**config.mk**
```make
export PLATFORM = sky130hd
export DESIGN_NAME = pwm_duty_mon
export DESIGN_NICKNAME = d
export VERILOG_FILES = /design/src/rtl/pwm_mon_pkg.sv /design/src/rtl/pwm_edge_sync.sv /design/src/rtl/pwm_duty_mon.sv
export SDC_FILE = /design/constraint.sdc
export NUM_CORES = 1
export LEC_CHECK = 0
export ABC_AREA = 1
export BUFFER_PORTS_ARGS = -buffer_cell sky130_fd_sc_hd__buf_2
export CORE_AREA = 2 2 95 97
export CTS_CLUSTER_DIAMETER = 100
export CTS_CLUSTER_SIZE = 40
export DETAILED_ROUTE_END_ITERATION = 8
export DIE_AREA = 0 0 97 99
export HOLD_SLACK_MARGIN = 0.06
export PLACE_DENSITY = 0.79
export SYNTH_ARGS = -nofsm -noshare
export SYNTH_HDL_FRONTEND = slang
export SYNTH_SLANG_ARGS = --single-unit
export TNS_END_PERCENT = 30
```
**constraint.sdc**
```tcl
create_clock -name i_clk_50m -period 3.01 [get_ports i_clk_50m]
set_clock_uncertainty 0.15 [all_clocks]
set_input_delay 0.301 -clock i_clk_50m [delete_from_list [all_inputs] [get_ports i_clk_50m]]
set_output_delay 0.301 -clock i_clk_50m [all_outputs]
set_load 0.01 [all_outputs]
```
**src/rtl/pwm_mon_pkg.sv**
```systemverilog
// Shared types and helpers for the PWM duty monitor.
package pwm_mon_pkg;

    typedef enum logic [1:0] {
        ST_IDLE      = 2'd0,
        ST_WAIT_RISE = 2'd1,
        ST_MEAS_HIGH = 2'd2,
        ST_MEAS_LOW  = 2'd3
    } mon_state_t;

    localparam logic [2:0] FC_NONE       = 3'd0;
    localparam logic [2:0] FC_HIGH_SHORT = 3'd1;
    localparam logic [2:0] FC_HIGH_LONG  = 3'd2;
    localparam logic [2:0] FC_PERIOD     = 3'd3;
    localparam logic [2:0] FC_TIMEOUT    = 3'd4;

    // Increment that sticks at all-ones instead of wrapping.
    function automatic logic [15:0] sat_inc(input logic [15:0] a);
        return (a == 16'hFFFF) ? a : a + 16'd1;
    endfunction

    // Sum that sticks at all-ones instead of wrapping.
    function automatic logic [15:0] sat_add(input logic [15:0] a, input logic [15:0] b);
        logic [16:0] s;
        s = {1'b0, a} + {1'b0, b};
        return s[16] ? 16'hFFFF : s[15:0];
    endfunction

endpackage

```
**src/rtl/pwm_edge_sync.sv**
```systemverilog
// Two-flop synchronizer for the looped-back PWM plus rise/fall pulses.
module pwm_edge_sync (
    input  logic i_clk,
    input  logic i_rst,
    input  logic i_async,
    output logic o_rise,
    output logic o_fall
);

    logic r_meta;
    logic r_sync;
    logic r_prev;

    // Synchronizer chain and one-cycle history for edge detection.
    always_ff @(posedge i_clk) begin
        if (i_rst) begin
            r_meta <= 1'b0;
            r_sync <= 1'b0;
            r_prev <= 1'b0;
        end else begin
            r_meta <= i_async;
            r_sync <= r_meta;
            r_prev <= r_sync;
        end
    end

    assign o_rise = r_sync & ~r_prev;
    assign o_fall = ~r_sync & r_prev;

endmodule

```
**src/rtl/pwm_duty_mon.sv**
```systemverilog
// PWM duty/period monitor: measures high time and period of the looped-back
// PWM and raises a sticky fault on out-of-range values or a lost signal.
// Optional macro PWM_MON_PERIOD_CHK_EN enables the period check (code 3).
module pwm_duty_mon
    import pwm_mon_pkg::*;
#(
    parameter logic [15:0] HIGH_MIN   = 16'd800,
    parameter logic [15:0] HIGH_MAX   = 16'd840,
    parameter logic [15:0] PERIOD_NOM = 16'd1025,
    parameter logic [15:0] PERIOD_TOL = 16'd8,
    parameter logic [15:0] TIMEOUT    = 16'd4096
) (
    input  logic        i_clk_50m,
    input  logic        i_rst,
    input  logic        i_pwm,
    input  logic        i_mon_en,
    input  logic        i_fault_clr,
    output logic [15:0] o_high_cnt,
    output logic [15:0] o_period_cnt,
    output logic        o_meas_valid,
    output logic        o_fault,
    output logic [2:0]  o_fault_code
);

    mon_state_t  r_state;
    mon_state_t  w_state_nxt;

    logic        w_rise;
    logic        w_fall;
    logic        w_no_edge;

    logic [15:0] r_high;
    logic [15:0] r_low;
    logic [15:0] r_age;
    logic [15:0] r_high_out;
    logic [15:0] r_period_out;
    logic        r_meas_valid;
    logic        r_fault;
    logic [2:0]  r_fault_code;

    logic [15:0] w_period_sum;
    logic        w_age_done;
    logic        w_period_err;
    logic [2:0]  w_new_code;

    logic        w_load_high;
    logic        w_inc_high;
    logic        w_load_low;
    logic        w_inc_low;
    logic        w_inc_age;
    logic        w_latch;
    logic        w_timeout;

    pwm_edge_sync u_edge_sync (
        .i_clk   (i_clk_50m),
        .i_rst   (i_rst),
        .i_async (i_pwm),
        .o_rise  (w_rise),
        .o_fall  (w_fall)
    );

    assign w_no_edge    = ~(w_rise | w_fall);
    assign w_period_sum = sat_add(r_high, r_low);
    assign w_age_done   = (r_age == (TIMEOUT - 16'd1));

    // FSM state register.
    always_ff @(posedge i_clk_50m) begin
        if (i_rst) begin
            r_state <= ST_IDLE;
        end else begin
            r_state <= w_state_nxt;
        end
    end

    // FSM next-state logic; disabling forces IDLE from any state.
    always_comb begin
        w_state_nxt = r_state;
        if (!i_mon_en) begin
            w_state_nxt = ST_IDLE;
        end else begin
            case (r_state)
                ST_IDLE:      w_state_nxt = ST_WAIT_RISE;
                ST_WAIT_RISE: if (w_rise) w_state_nxt = ST_MEAS_HIGH;
                ST_MEAS_HIGH: begin
                    if (w_timeout)   w_state_nxt = ST_WAIT_RISE;
                    else if (w_fall) w_state_nxt = ST_MEAS_LOW;
                end
                ST_MEAS_LOW: begin
                    if (w_timeout)   w_state_nxt = ST_WAIT_RISE;
                    else if (w_rise) w_state_nxt = ST_MEAS_HIGH;
                end
                default:      w_state_nxt = ST_IDLE;
            endcase
        end
    end

    // FSM outputs: counter controls, latch strobe and timeout detect.
    always_comb begin
        w_load_high = 1'b0;
        w_inc_high  = 1'b0;
        w_load_low  = 1'b0;
        w_inc_low   = 1'b0;
        w_inc_age   = 1'b0;
        w_latch     = 1'b0;
        w_timeout   = 1'b0;
        if (i_mon_en) begin
            case (r_state)
                ST_WAIT_RISE: w_load_high = w_rise;
                ST_MEAS_HIGH: begin
                    w_inc_high = ~w_fall;
                    w_load_low = w_fall;
                    w_inc_age  = w_no_edge;
                    w_timeout  = w_no_edge & w_age_done;
                end
                ST_MEAS_LOW: begin
                    w_inc_low   = ~w_rise;
                    w_latch     = w_rise;
                    w_load_high = w_rise;
                    w_inc_age   = w_no_edge;
                    w_timeout   = w_no_edge & w_age_done;
                end
                default: ;
            endcase
        end
    end

    // High/low counters and the latched measurement with its valid pulse.
    always_ff @(posedge i_clk_50m) begin
        if (i_rst) begin
            r_high       <= '0;
            r_low        <= '0;
            r_high_out   <= '0;
            r_period_out <= '0;
            r_meas_valid <= 1'b0;
        end else begin
            if (w_load_high)               r_high <= 16'd1;
            else if (w_inc_high)           r_high <= sat_inc(r_high);
            else if (r_state == ST_IDLE)   r_high <= '0;

            if (w_load_low)                r_low <= 16'd1;
            else if (w_inc_low)            r_low <= sat_inc(r_low);
            else if (r_state == ST_IDLE)   r_low <= '0;

            r_meas_valid <= w_latch;
            if (w_latch) begin
                r_high_out   <= r_high;
                r_period_out <= w_period_sum;
            end
        end
    end

    // Cycles since the last edge while measuring; cleared by any edge.
    always_ff @(posedge i_clk_50m) begin
        if (i_rst || !w_inc_age) begin
            r_age <= '0;
        end else begin
            r_age <= sat_inc(r_age);
        end
    end

`ifdef PWM_MON_PERIOD_CHK_EN
    logic        r_first;
    logic [15:0] w_period_dev;

    // Marks the first latch after (re)arming, whose period is only partial.
    always_ff @(posedge i_clk_50m) begin
        if (i_rst || r_state == ST_IDLE || w_timeout) begin
            r_first <= 1'b1;
        end else if (w_latch) begin
            r_first <= 1'b0;
        end
    end

    assign w_period_dev = (w_period_sum >= PERIOD_NOM) ? (w_period_sum - PERIOD_NOM)
                                                       : (PERIOD_NOM - w_period_sum);
    assign w_period_err = ~r_first & (w_period_dev > PERIOD_TOL);
`else
    // Period limits stay on the interface so both builds share one instance form.
    logic w_unused_period_cfg;
    assign w_unused_period_cfg = ^{PERIOD_NOM, PERIOD_TOL};
    assign w_period_err        = 1'b0;
`endif

    // Prioritised fault detection: timeout > period > high long > high short.
    always_comb begin
        w_new_code = FC_NONE;
        if (w_timeout)                          w_new_code = FC_TIMEOUT;
        else if (w_latch && w_period_err)       w_new_code = FC_PERIOD;
        else if (w_latch && r_high > HIGH_MAX)  w_new_code = FC_HIGH_LONG;
        else if (w_latch && r_high < HIGH_MIN)  w_new_code = FC_HIGH_SHORT;
    end

    // Sticky first-wins fault; a fault detected alongside a clear takes effect.
    always_ff @(posedge i_clk_50m) begin
        if (i_rst) begin
            r_fault      <= 1'b0;
            r_fault_code <= FC_NONE;
        end else if (i_mon_en) begin
            if (w_new_code != FC_NONE && (!r_fault || i_fault_clr)) begin
                r_fault      <= 1'b1;
                r_fault_code <= w_new_code;
            end else if (i_fault_clr) begin
                r_fault      <= 1'b0;
                r_fault_code <= FC_NONE;
            end
        end
    end

    assign o_high_cnt   = r_high_out;
    assign o_period_cnt = r_period_out;
    assign o_meas_valid = r_meas_valid;
    assign o_fault      = r_fault;
    assign o_fault_code = r_fault_code;

endmodule
```
==> impl_metrics.env, run 1 <==
export IMPL_syn_inst=732
export IMPL_peakVddDrop_v=0.0002806
export IMPL_synth_most_common_cell="nand2_1"
export IMPL_final_core_util_pct=65.51
export IMPL_netlist_top_cells_area="dfxtp_1 36%, nand2_1 11%, a21oi_1 7.7%"
export IMPL_worst_pin_slew_ns=0.5210
export IMPL_die_w_um=97
export IMPL_period_share_pct=80.90
export IMPL_cts_root_buf="clkbuf_8"
export IMPL_cts_tree="done"
export IMPL_maxCapViolCount=0
export IMPL_finalMaxSlewViolations=0
export IMPL_syn_area_um2=5045
export IMPL_antenna_found_initial=0
export IMPL_synth_top_family_by_area="simple AND/OR/NAND/NOR gates"
export IMPL_layout_nets=806
export IMPL_path_clk_slew_ns=0.09
export IMPL_ys_warn_count=0
export IMPL_hold_viol=0
export IMPL_power_density_nw_per_um2=394.0
export IMPL_antennaDiodeCount=0
export IMPL_ys_seq_area_share_pct=35.71
export IMPL_cts_buffer_depth=2
export IMPL_fmax_mhz=410.6
export IMPL_gr_total_overflow=0
export IMPL_synth_compound_area_share_pct=16.44
export IMPL_crit_path_max_fanout=8
export IMPL_drt_wl_total_mm=13.34
export IMPL_port_buffers=41
export IMPL_htree_levels=3
export IMPL_synthMuxAreaShare_pct=0
export IMPL_slew_headroom_pct=65.00
export IMPL_synth_cell_types=40
export IMPL_grt_pass1_vias=4913
export IMPL_power_leakage_uw=0.002486
export IMPL_required_ns=3.16
export IMPL_numCtsBuffers=9
export IMPL_ys_seq_elements=90
export IMPL_post_route_cell_area_um2=5602
export IMPL_gp_congestion=0.9616
export IMPL_dp_hpwl_mm=10.09
export IMPL_synth_flop_cell="dfxtp_1"
export IMPL_critPathArrivalTime_ns=2.59
export IMPL_drt_initial_drc_count=336
export IMPL_core_um2=8551
export IMPL_synth_area_per_cell_um2=6.892
export IMPL_grt_pass1_wl_mm=22.71
export IMPL_post_cts_resized=0
export IMPL_drc=0
export IMPL_startpoint_type="flip-flop"
export IMPL_first_pass_iters=5
export IMPL_layout_min_cycle_time_ns=2.435
export IMPL_synth_edf_count=0
export IMPL_setup_viol=0
export IMPL_synth_area_leader_cell="dfxtp_1"
export IMPL_vias=5082
export IMPL_async_flop_share_pct=0
export IMPL_io_pins=42
export IMPL_track_usage_pct=28.85
export IMPL_min_path_type="in2reg"
export IMPL_yosys_area_top_type_share_pct=35.71
export IMPL_fp_dieH_um=99
export IMPL_whs_ns=0.1817
export IMPL_crit_type="reg2reg"
export IMPL_outcome="finished, final reports clean"
export IMPL_synth_nets=760
export IMPL_layout_cells_non_filler=891
export IMPL_post_place_cells=874
export IMPL_start_util_pct=59.00
export IMPL_placed_cell_area_um2=5363
export IMPL_drive_above_1_share_pct=11.11
export IMPL_synth_xor_area_share_pct=3.993
export IMPL_synthTopCellsByCount="142 x nand2_1, 90 x dfxtp_1, 86 x nor2_1"
export IMPL_die_area_um2=9603
export IMPL_synthToLayoutAreaGrowth_pct=11.04
export IMPL_fin_tns_setup_ns=0
export IMPL_routed_via_density=5.704
export IMPL_rows=34
export IMPL_ant_nets=0
export IMPL_clkSinkCount=90
export IMPL_synth_simple_area_share_pct=29.56
export IMPL_rsz0062_at_grt="false"
export IMPL_grt_max_degree=32
export IMPL_clkLatencyLatePin_ns=0.37
export IMPL_wire_per_inst_um=14.97
export IMPL_synth_adder_area_share_pct=5.853
export IMPL_cp_end_kind="flip-flop"
-- cell type report --
type                            count  area (um^2)
Fill cell                         768         2949
Clock buffer                       12        155.1
Clock inverter                      4        73.82
Sequential cell                    90         1802
Inverter                           96        360.3
Multi-Input combinational cell    534         2823
Tap cell                          108        135.1
Timing Repair Buffer               47        252.7
-- kinds of logic (layout without fill, tap and decap cells) --
group | count (synthesis) | after routing
compound gates | 154 | 154
xor+xnor | 23 | 23
fa+ha+maj | 23 | 23
buf+inv | 108 | 159
flops | 90 | 90
simple gates | 334 | 334
-- layout by cell type, fill, tap and decap left out, types with 2 or more instances in the layout --
master and instances:
a211oi_1 3, a21o_1 2, a21oi_1 78, a31oi_1 4, buf_2 41, buf_4 5, bufinv_16 2, clkbuf_8 11
clkinv_1 3, dfxtp_1 90, ha_1 22, inv_1 85, inv_2 8, nand2_1 142, nand2_2 2, nand2_4 3
nand3_1 42, nand3b_1 5, nand4_1 19, nor2_1 86, nor3_1 22, nor3_2 3, nor3_4 2, nor4_1 3
o21a_1 3, o21ai_0 55, o21ai_2 2, or2_2 2, xnor2_1 9, xor2_1 14
-- power by group --
| group | switching, uW | leakage [uW] | internal (uW) | total [uW] |
|---|---|---|---|---|
| sequential | 2.88 | 0.000725 | 1190 | 1200 |
| combinational | 45.5 | 0.00164 | 13.1 | 58.6 |
| clock | 439 | 0.000117 | 514 | 953 |
| total | 488 | 0.00249 | 1720 | 2210 |
-- critical path, stage by stage (launching register included) --
cell     delay, ns
dfxtp_1       0.46
ha_1          0.22
inv_1         0.07
fa_1          0.40
inv_1         0.09
nand3_1       0.08
nand2_1       0.15
nand3_1       0.08
nand2_1       0.11
nand3_1       0.07
nand2_1       0.22
inv_2         0.12
a21oi_1       0.14
-- timing repair --
| item | 4_1_cts | 5_1_grt |
|---|---|---|
| buffers inserted | 0 | 0 |
| hold endpoints to repair | 1 | 0 |
| setup endpoints to repair | 0 | 0 |
| hold buffers | 1 | 0 |
-- metal layers --
layer / routed length (um) / part of all wire [%] / up-vias / global-route usage [%]
met3: 983 / 7.4 / 38 / 6.667
met5: 0 / 0 / - / 0
li1: - / - / 2529 / -
met4: 388 / 2.9 / 0 / 13.11
met1: 5821 / 44 / 2314 / 36.11
met2: 6147 / 46 / 201 / 47.60
-- flip-flops by register name, summed over array words and instances, names as in the netlist, 2 cells and up --
| signal | count |
|---|---|
| o_fault_code | 3 |
| r_age | 16 |
| o_period_cnt | 16 |
| r_high | 16 |
| r_low | 16 |
| o_high_cnt | 16 |
| r_state | 2 |
-- path summary, 6_finish.rpt --
path	depth (start not counted)	endpoint	slack, ns	from
max	12	o_period_cnt[5]$_SDFFE_PP0P_	0.57	r_low[0]$_SDFFE_PP0P_
min	2	u_edge_sync.r_meta$_SDFF_PP0_	0.18	i_rst
max reg2reg	12	o_period_cnt[5]$_SDFFE_PP0P_	0.57	r_low[0]$_SDFFE_PP0P_
min reg2reg	2	u_edge_sync.r_sync$_SDFF_PP0_	0.28	u_edge_sync.r_meta$_SDFF_PP0_
-- stage by stage --
step / power, uW / setup slack [ns]
CTS: 2221 / 0.5979
global route: 2272 / 0.3091
global placement: 1278 / 0.7651
finish: 2207 / 0.5748
detailed placement: 1280 / 0.6255
floorplan: 1265 / 0.9307
(Power assumes the default switching activity.)
==> run 2: changes to the inputs <==
ABC_AREA = 0   (was 1)
CORE_AREA = 2 2 98 100   (was 2 2 95 97)
DIE_AREA = 0 0 100 102   (was 0 0 97 99)
PLACE_DENSITY = 0.75   (was 0.79)
clock period = 2.1 ns   (was 3.01 ns; I/O delays follow)
==> run 2 against run 1 <==
The run now ends with negative setup slack left. Routed wire length fell by 14%. Non-clock buffer count up 70. First-iteration DRC count decreased by 31%.
==> impl_metrics.env, run 2 <==
export IMPL_hold_viol=0
export IMPL_crit_type="reg2reg"
export IMPL_required_ns=2.22
export IMPL_syn_area_um2=4806
export IMPL_maxCapViolCount=0
export IMPL_worstPathCellList="ha_4 > inv_2 > fa_2 > nand2b_4 > a21oi_4 > o2111ai_2 > a41oi_2 > buf_6 > a31oi_4 > a211oi_2"
export IMPL_numCtsBuffers=9
export IMPL_grt_pass1_vias=4187
export IMPL_fmax_mhz=425.6
export IMPL_synth_cell_types=74
export IMPL_worst_pin_slew_ns=0.5683
export IMPL_crit_family="compound AO/OA/AOI/OAI gates"
export IMPL_antennaDiodeCount=0
export IMPL_track_usage_pct=23.18
export IMPL_io_pins=42
export IMPL_synth_nets=593
export IMPL_cp_end_kind="flip-flop"
export IMPL_critPathSlowestCell="dfxtp_4"
export IMPL_fin_ws_ns=-0.2496
export IMPL_clkLatencyLatePin_ns=0.35
export IMPL_rows=35
export IMPL_final_cell_mix="86 x dfxtp_1, 72 x buf_4, 67 x nor2_1"
export IMPL_peakVddDrop_v=0.0003250
export IMPL_ys_seq_area_share_pct=37.49
export IMPL_critPathArrivalTime_ns=2.47
export IMPL_outcome="finished, violations left"
export IMPL_crit_buf_inv=2
export IMPL_dp_slack_ns=-0.3238
export IMPL_layout_min_cycle_time_ns=2.350
export IMPL_netlist_top_cells_area="dfxtp_1 37%, xor2_1 5.8%, ha_1 5.7%"
export IMPL_min_path_type="in2reg"
export IMPL_htree_levels=3
export IMPL_slew_headroom_pct=62.11
export IMPL_cts_tree="done"
export IMPL_layout_nets=695
export IMPL_gp_congestion=0.8686
export IMPL_synthTopCellsByCount="90 x dfxtp_1, 69 x nor2_1, 61 x nand2_1"
export IMPL_first_pass_iters=5
export IMPL_synth_edf_count=0
export IMPL_drt_initial_drc_count=231
export IMPL_synth_flop_cell="dfxtp_1"
export IMPL_routed_via_density=5.732
export IMPL_rsz0062_at_grt="true"
export IMPL_drt_wl_total_mm=11.46
export IMPL_startpoint_type="flip-flop"
export IMPL_ys_seq_elements=90
export IMPL_synthToLayoutAreaGrowth_pct=22.94
export IMPL_total_power_uw=2919
export IMPL_synth_area_per_cell_um2=8.506
export IMPL_antenna_found_initial=0
export IMPL_fillers=807
export IMPL_grt_pass1_wl_mm=19.03
export IMPL_crit_path_max_fanout=7
export IMPL_die_area_um2=10200
export IMPL_cpPeakStageDelay_ns=0.37
export IMPL_vias=4488
export IMPL_cts_root_buf="clkbuf_8"
export IMPL_async_flop_share_pct=0
export IMPL_drive_above_1_share_pct=27.23
export IMPL_die_w_um=100
export IMPL_final_common_cell="dfxtp_1"
export IMPL_power_leakage_uw=0.002418
export IMPL_violations="negative setup slack"
export IMPL_finalMaxSlewViolations=0
export IMPL_grt_max_degree=40
export IMPL_cts_buffer_depth=2
export IMPL_whs_ns=0.1376
export IMPL_ys_warn_count=0
export IMPL_path_clk_slew_ns=0.09
export IMPL_placed_cell_area_um2=5535
export IMPL_clkSinkCount=90
export IMPL_dp_hpwl_mm=8.540
export IMPL_wire_per_inst_um=14.64
export IMPL_fp_dieH_um=102
export IMPL_port_buffers=41
export IMPL_syn_inst=565
export IMPL_ant_nets=0
export IMPL_synth_area_leader_cell="dfxtp_1"
export IMPL_yosys_area_top_type_share_pct=37.49
export IMPL_post_route_cell_area_um2=5908
export IMPL_period_share_pct=111.9
export IMPL_fin_tns_setup_ns=-3.531
export IMPL_start_util_pct=52.76
export IMPL_power_density_nw_per_um2=494.0
export IMPL_setup_viol=18
export IMPL_synth_most_common_cell="dfxtp_1"
export IMPL_gr_total_overflow=0
export IMPL_drc=0
export IMPL_core_um2=9109
[run 2: cell count changes in the layout (fill, tap and decap cells not counted), moves of 7 or more]
| cell | before | now |
|---|---|---|
| nand2_1 | 142 | 61 |
| inv_1 | 85 | 10 |
| buf_4 | 5 | 72 |
| o21ai_0 | 55 | 17 |
| a21oi_1 | 78 | 43 |
| nor2_1 | 86 | 67 |
| nand3_1 | 42 | 24 |
| xor2_1 | 14 | 32 |
| a211oi_2 | 0 | 12 |
| nor3_1 | 22 | 10 |
| and3_1 | 1 | 10 |
| or3_1 | 0 | 8 |
| nand4_1 | 19 | 12 |
[run 2: cells by family after synthesis]
group,share of synthesized area (%)
multiplexers,0.4166
AO/OA/AOI/OAI,17.89
buffers and inverters,4.920
flip-flops,37.49
adder cells (fa/ha/maj),6.144
XOR/XNOR,8.019
AND/OR/NAND/NOR,25.12
[run 2: what timing repair did]
action / 4_1_cts / 5_1_grt
gates resized for setup: 14 / 19
buffers inserted: 1 / 0
hold buffers: 3 / 0
pin swaps: 10 / 2
cloned: 1 / 0
setup endpoints to repair: 22 / 51
hold endpoints to repair: 4 / 0
[run 2: metal layers]
| metal | routed length (um) | vias to the layer above | global-route usage (%) |
|---|---|---|---|
| met5 | 0 | - | 0 |
| met4 | 265 | 0 | 9.905 |
| met3 | 512 | 19 | 3.625 |
| met2 | 5517 | 116 | 39.55 |
| met1 | 5167 | 2124 | 29.34 |
| li1 | - | 2229 | - |
[run 2: path summary, 6_finish.rpt]
kind / startpoint / to / slack (ns) / cells past startpoint
hold / removal: i_mon_en / o_fault$_SDFFE_PP0P_ / 0.14 / 4
setup / recovery: r_high[0]$_SDFFE_PP0P_ / o_period_cnt[4]$_SDFFE_PP0P_ / -0.25 / 10
hold reg to reg: o_high_cnt[4]$_SDFFE_PP0P_ / o_high_cnt[4]$_SDFFE_PP0P_ / 0.31 / 2
setup reg to reg: r_high[0]$_SDFFE_PP0P_ / o_period_cnt[4]$_SDFFE_PP0P_ / -0.25 / 10
[run 2: report_power, final]
part,switching [uW],internal (uW)
clock network,654,478
registers,4.88,1710
logic,50.0,23.9
total,709,2210
[run 2: through the flow]
| stage | instances | util (%) |
|---|---|---|
| after floorplan | 565 | - |
| after global placement | 762 | 60.77 |
| after detailed placement | 762 | 60.77 |
| after CTS | 783 | 64.05 |
| after global routing | 783 | 64.86 |
| final | 783 | 64.86 |
[run 2: cell type report]
class | instances | area, um^2 | area share (%)
clock buffer | 10 | 137.6 | 2.330
clock inverter | 6 | 47.55 | 0.8047
inverter | 12 | 45.04 | 0.7624
multi-input combinational | 437 | 2943 | 49.81
sequential | 90 | 1809 | 30.62
tap | 111 | 138.9 | 2.351
timing repair buffer | 117 | 787.0 | 13.32
[run 2: tightest hold or removal path, cell delays in order]
cell	delay, ns
buf_2	0.18
nand2_1	0.08
a221oi_1	0.06
nor2_1	0.07
==> run 3: changes to the inputs <==
CORE_AREA = 2 2 102 104   (was 2 2 98 100)
DIE_AREA = 0 0 104 106   (was 0 0 100 102)
PLACE_DENSITY = 0.67   (was 0.75)
SETUP_SLACK_MARGIN = 0.15   (was unset)
clock period = 2.78 ns   (was 2.1 ns; I/O delays follow)
==> run 3 against run 2 <==
Critical path depth shrank 3. The run now ends clean. Via count shrank 7.7%. Design area shrank 8.9%. Critical path type unchanged. Total power shrank 26%. Combinational power shrank 29%. Worst setup slack gained 0.49 ns.
==> impl_metrics.env, run 3 (synthesis gave the netlist of run 2 again) <==
export IMPL_outcome="finished, final reports clean"
export IMPL_layout_nets=636
export IMPL_clkLatencyLatePin_ns=0.37
export IMPL_r2r_end="o_period_cnt[13]$_SDFFE_PP0P_"
export IMPL_ff2ff_setup_slack_ns=0.24
export IMPL_peakVddDrop_v=0.0002790
export IMPL_setup_viol=0
export IMPL_power_leakage_uw=0.002082
export IMPL_regArea_um2=1804
export IMPL_port_buffers=41
export IMPL_p_seq_share_pct=59.8
export IMPL_gp_congestion=0.8270
export IMPL_clockPowerShare_pct=37.8
export IMPL_hold_viol=0
export IMPL_rows=37
export IMPL_cts_root_buf="clkbuf_8"
export IMPL_start_util_pct=48.06
export IMPL_die_w_um=104
export IMPL_clkSinkCount=90
export IMPL_grt_max_degree=24
export IMPL_path_clk_slew_ns=0.10
export IMPL_crit_path_max_fanout=8
export IMPL_p_comb_share_pct=2.4
export IMPL_dp_hpwl_mm=7.906
export IMPL_min_to="o_fault$_SDFFE_PP0P_"
export IMPL_p_sw_uw=510.5
export IMPL_worstHoldStart="i_fault_clr"
export IMPL_final_core_util_pct=53.84
export IMPL_layout_min_cycle_time_ns=2.543
export IMPL_drt_wl_total_mm=10.92
export IMPL_maxCapViolCount=0
export IMPL_drc=0
export IMPL_cts_tree="done"
export IMPL_rsz0062_at_grt="true"
export IMPL_drt_initial_drc_count=227
export IMPL_final_cell_mix="88 x dfxtp_1, 69 x nor2_1, 61 x nand2_1"
export IMPL_finalMaxSlewViolations=0
export IMPL_die_area_um2=11020
export IMPL_p_int_uw=1654
export IMPL_routed_via_density=5.531
export IMPL_multi_input_area_um2=2856
export IMPL_grt_pass1_wl_mm=17.97
export IMPL_synthToLayoutAreaGrowth_pct=12.03
export IMPL_gr_total_overflow=0
export IMPL_ant_nets=0
export IMPL_power_density_nw_per_um2=402.1
export IMPL_final_common_cell="dfxtp_1"
export IMPL_io_pins=42
export IMPL_vias=4143
export IMPL_slew_headroom_pct=59.39
export IMPL_required_ns=2.89
export IMPL_htree_levels=3
export IMPL_fp_dieH_um=106
export IMPL_reg2regPathDepth=7
export IMPL_fillers=946
export IMPL_grt_pass1_vias=3912
export IMPL_antenna_found_initial=0
export IMPL_critPathLaunch="r_high[6]$_SDFFE_PP0P_"
export IMPL_fin_tns_setup_ns=0
export IMPL_min_path_type="in2reg"
export IMPL_reg2reg_from="r_high[6]$_SDFFE_PP0P_"
export IMPL_antennaDiodeCount=0
export IMPL_holdPathStages=4
export IMPL_worst_pin_slew_ns=0.6075
export IMPL_critPathArrivalTime_ns=2.65
export IMPL_swShare_pct=23.58
export IMPL_fmax_mhz=393.3
export IMPL_first_pass_iters=4
export IMPL_numCtsBuffers=9
export IMPL_core_um2=10000
export IMPL_track_usage_pct=20.03
export IMPL_wire_per_inst_um=14.58
export IMPL_cts_buffer_depth=2
export IMPL_cp_end_kind="flip-flop"
export IMPL_period_share_pct=91.47
export IMPL_startpoint_type="flip-flop"
export IMPL_drive_above_1_share_pct=16.97
export IMPL_crit_type="reg2reg"
==> run 3: changes by cell type in the layout (fill, tap and decap cells not counted), sizes merged <==
cell,delta
buf,-57
clkbuf,+2
clkinvlp,+2
dlygate4sd3,-2
inv,-4
==> run 3: area by class of cell <==
| cell class | instances | area share (%) |
|---|---|---|
| clock inverter | 4 | 0.5113 |
| inverter | 12 | 0.8366 |
| multi-input combinational | 437 | 53.06 |
| timing repair buffer | 58 | 6.228 |
| tap | 136 | 3.161 |
| clock buffer | 12 | 2.696 |
| sequential | 90 | 33.51 |
==> run 3: critical path, cell delays in order (launching register included) <==
cell       delay (ns)
dfxtp_1          0.34
ha_1             0.41
a2111oi_0        0.46
o21ai_0          0.30
a21boi_0         0.35
o21ai_0          0.16
xnor2_1          0.19
a21oi_1          0.09
==> run 3: repair_timing <==
item / CTS / global route
setup endpoints to repair: 12 / 14
endpoints found under the hold margin: 1 / 0
setup buffers: 2 / 1
gates resized for setup: 2 / 13
cloned: 1 / 0
pin swaps: 2 / 6
hold buffers: 1 / 0
==> run 3: power groups by stage <==
stage | registers, uW | clock network [uW] | logic, uW
after floorplan | 1320 | 0 | 38.9
after global placement | 1320 | 0 | 48.9
after detailed placement | 1320 | 0 | 49.7
after CTS | 1290 | 850 | 51.1
after global routing | 1300 | 890 | 58.3
final | 1290 | 819 | 52.1
==> run 3: per-stage QoR <==
step / cell area (um^2) / hold WS, ns / power [uW] / setup slack, ns / instances
after CTS: 5315 / 0.09915 / 2195 / 0.1783 / 748
after floorplan: 4806 / 0.2562 / 1361 / 0.2782 / 565
after detailed placement: 5087 / 0.2989 / 1374 / 0.04274 / 728
after global placement: 5087 / 0.2808 / 1373 / 0.1369 / 728
final: 5384 / 0.1131 / 2165 / 0.2371 / 749
after global routing: 5384 / 0.1459 / 2243 / 0.08580 / 749
==> run 3: worst max path at each step <==
stage / end / depth (start not counted)
after global routing: o_period_cnt[13]$_SDFFE_PP0P_ / 7
after CTS: o_period_cnt[0]$_SDFFE_PP0P_ / 10
after global placement: o_period_cnt[1]$_SDFFE_PP0P_ / 9
after detailed placement: o_period_cnt[0]$_SDFFE_PP0P_ / 9
after floorplan: o_period_cnt[10]$_SDFFE_PP0P_ / 10
final: o_period_cnt[13]$_SDFFE_PP0P_ / 7
==> run 3: routing by layer <==
metal	vias to the layer above	GRT usage (%)	routed length (um)
met5	-	0	0
met4	0	8.687	298
met3	21	3.311	405
met2	81	33.74	5054
met1	1930	25.40	5159
li1	2111	-	-
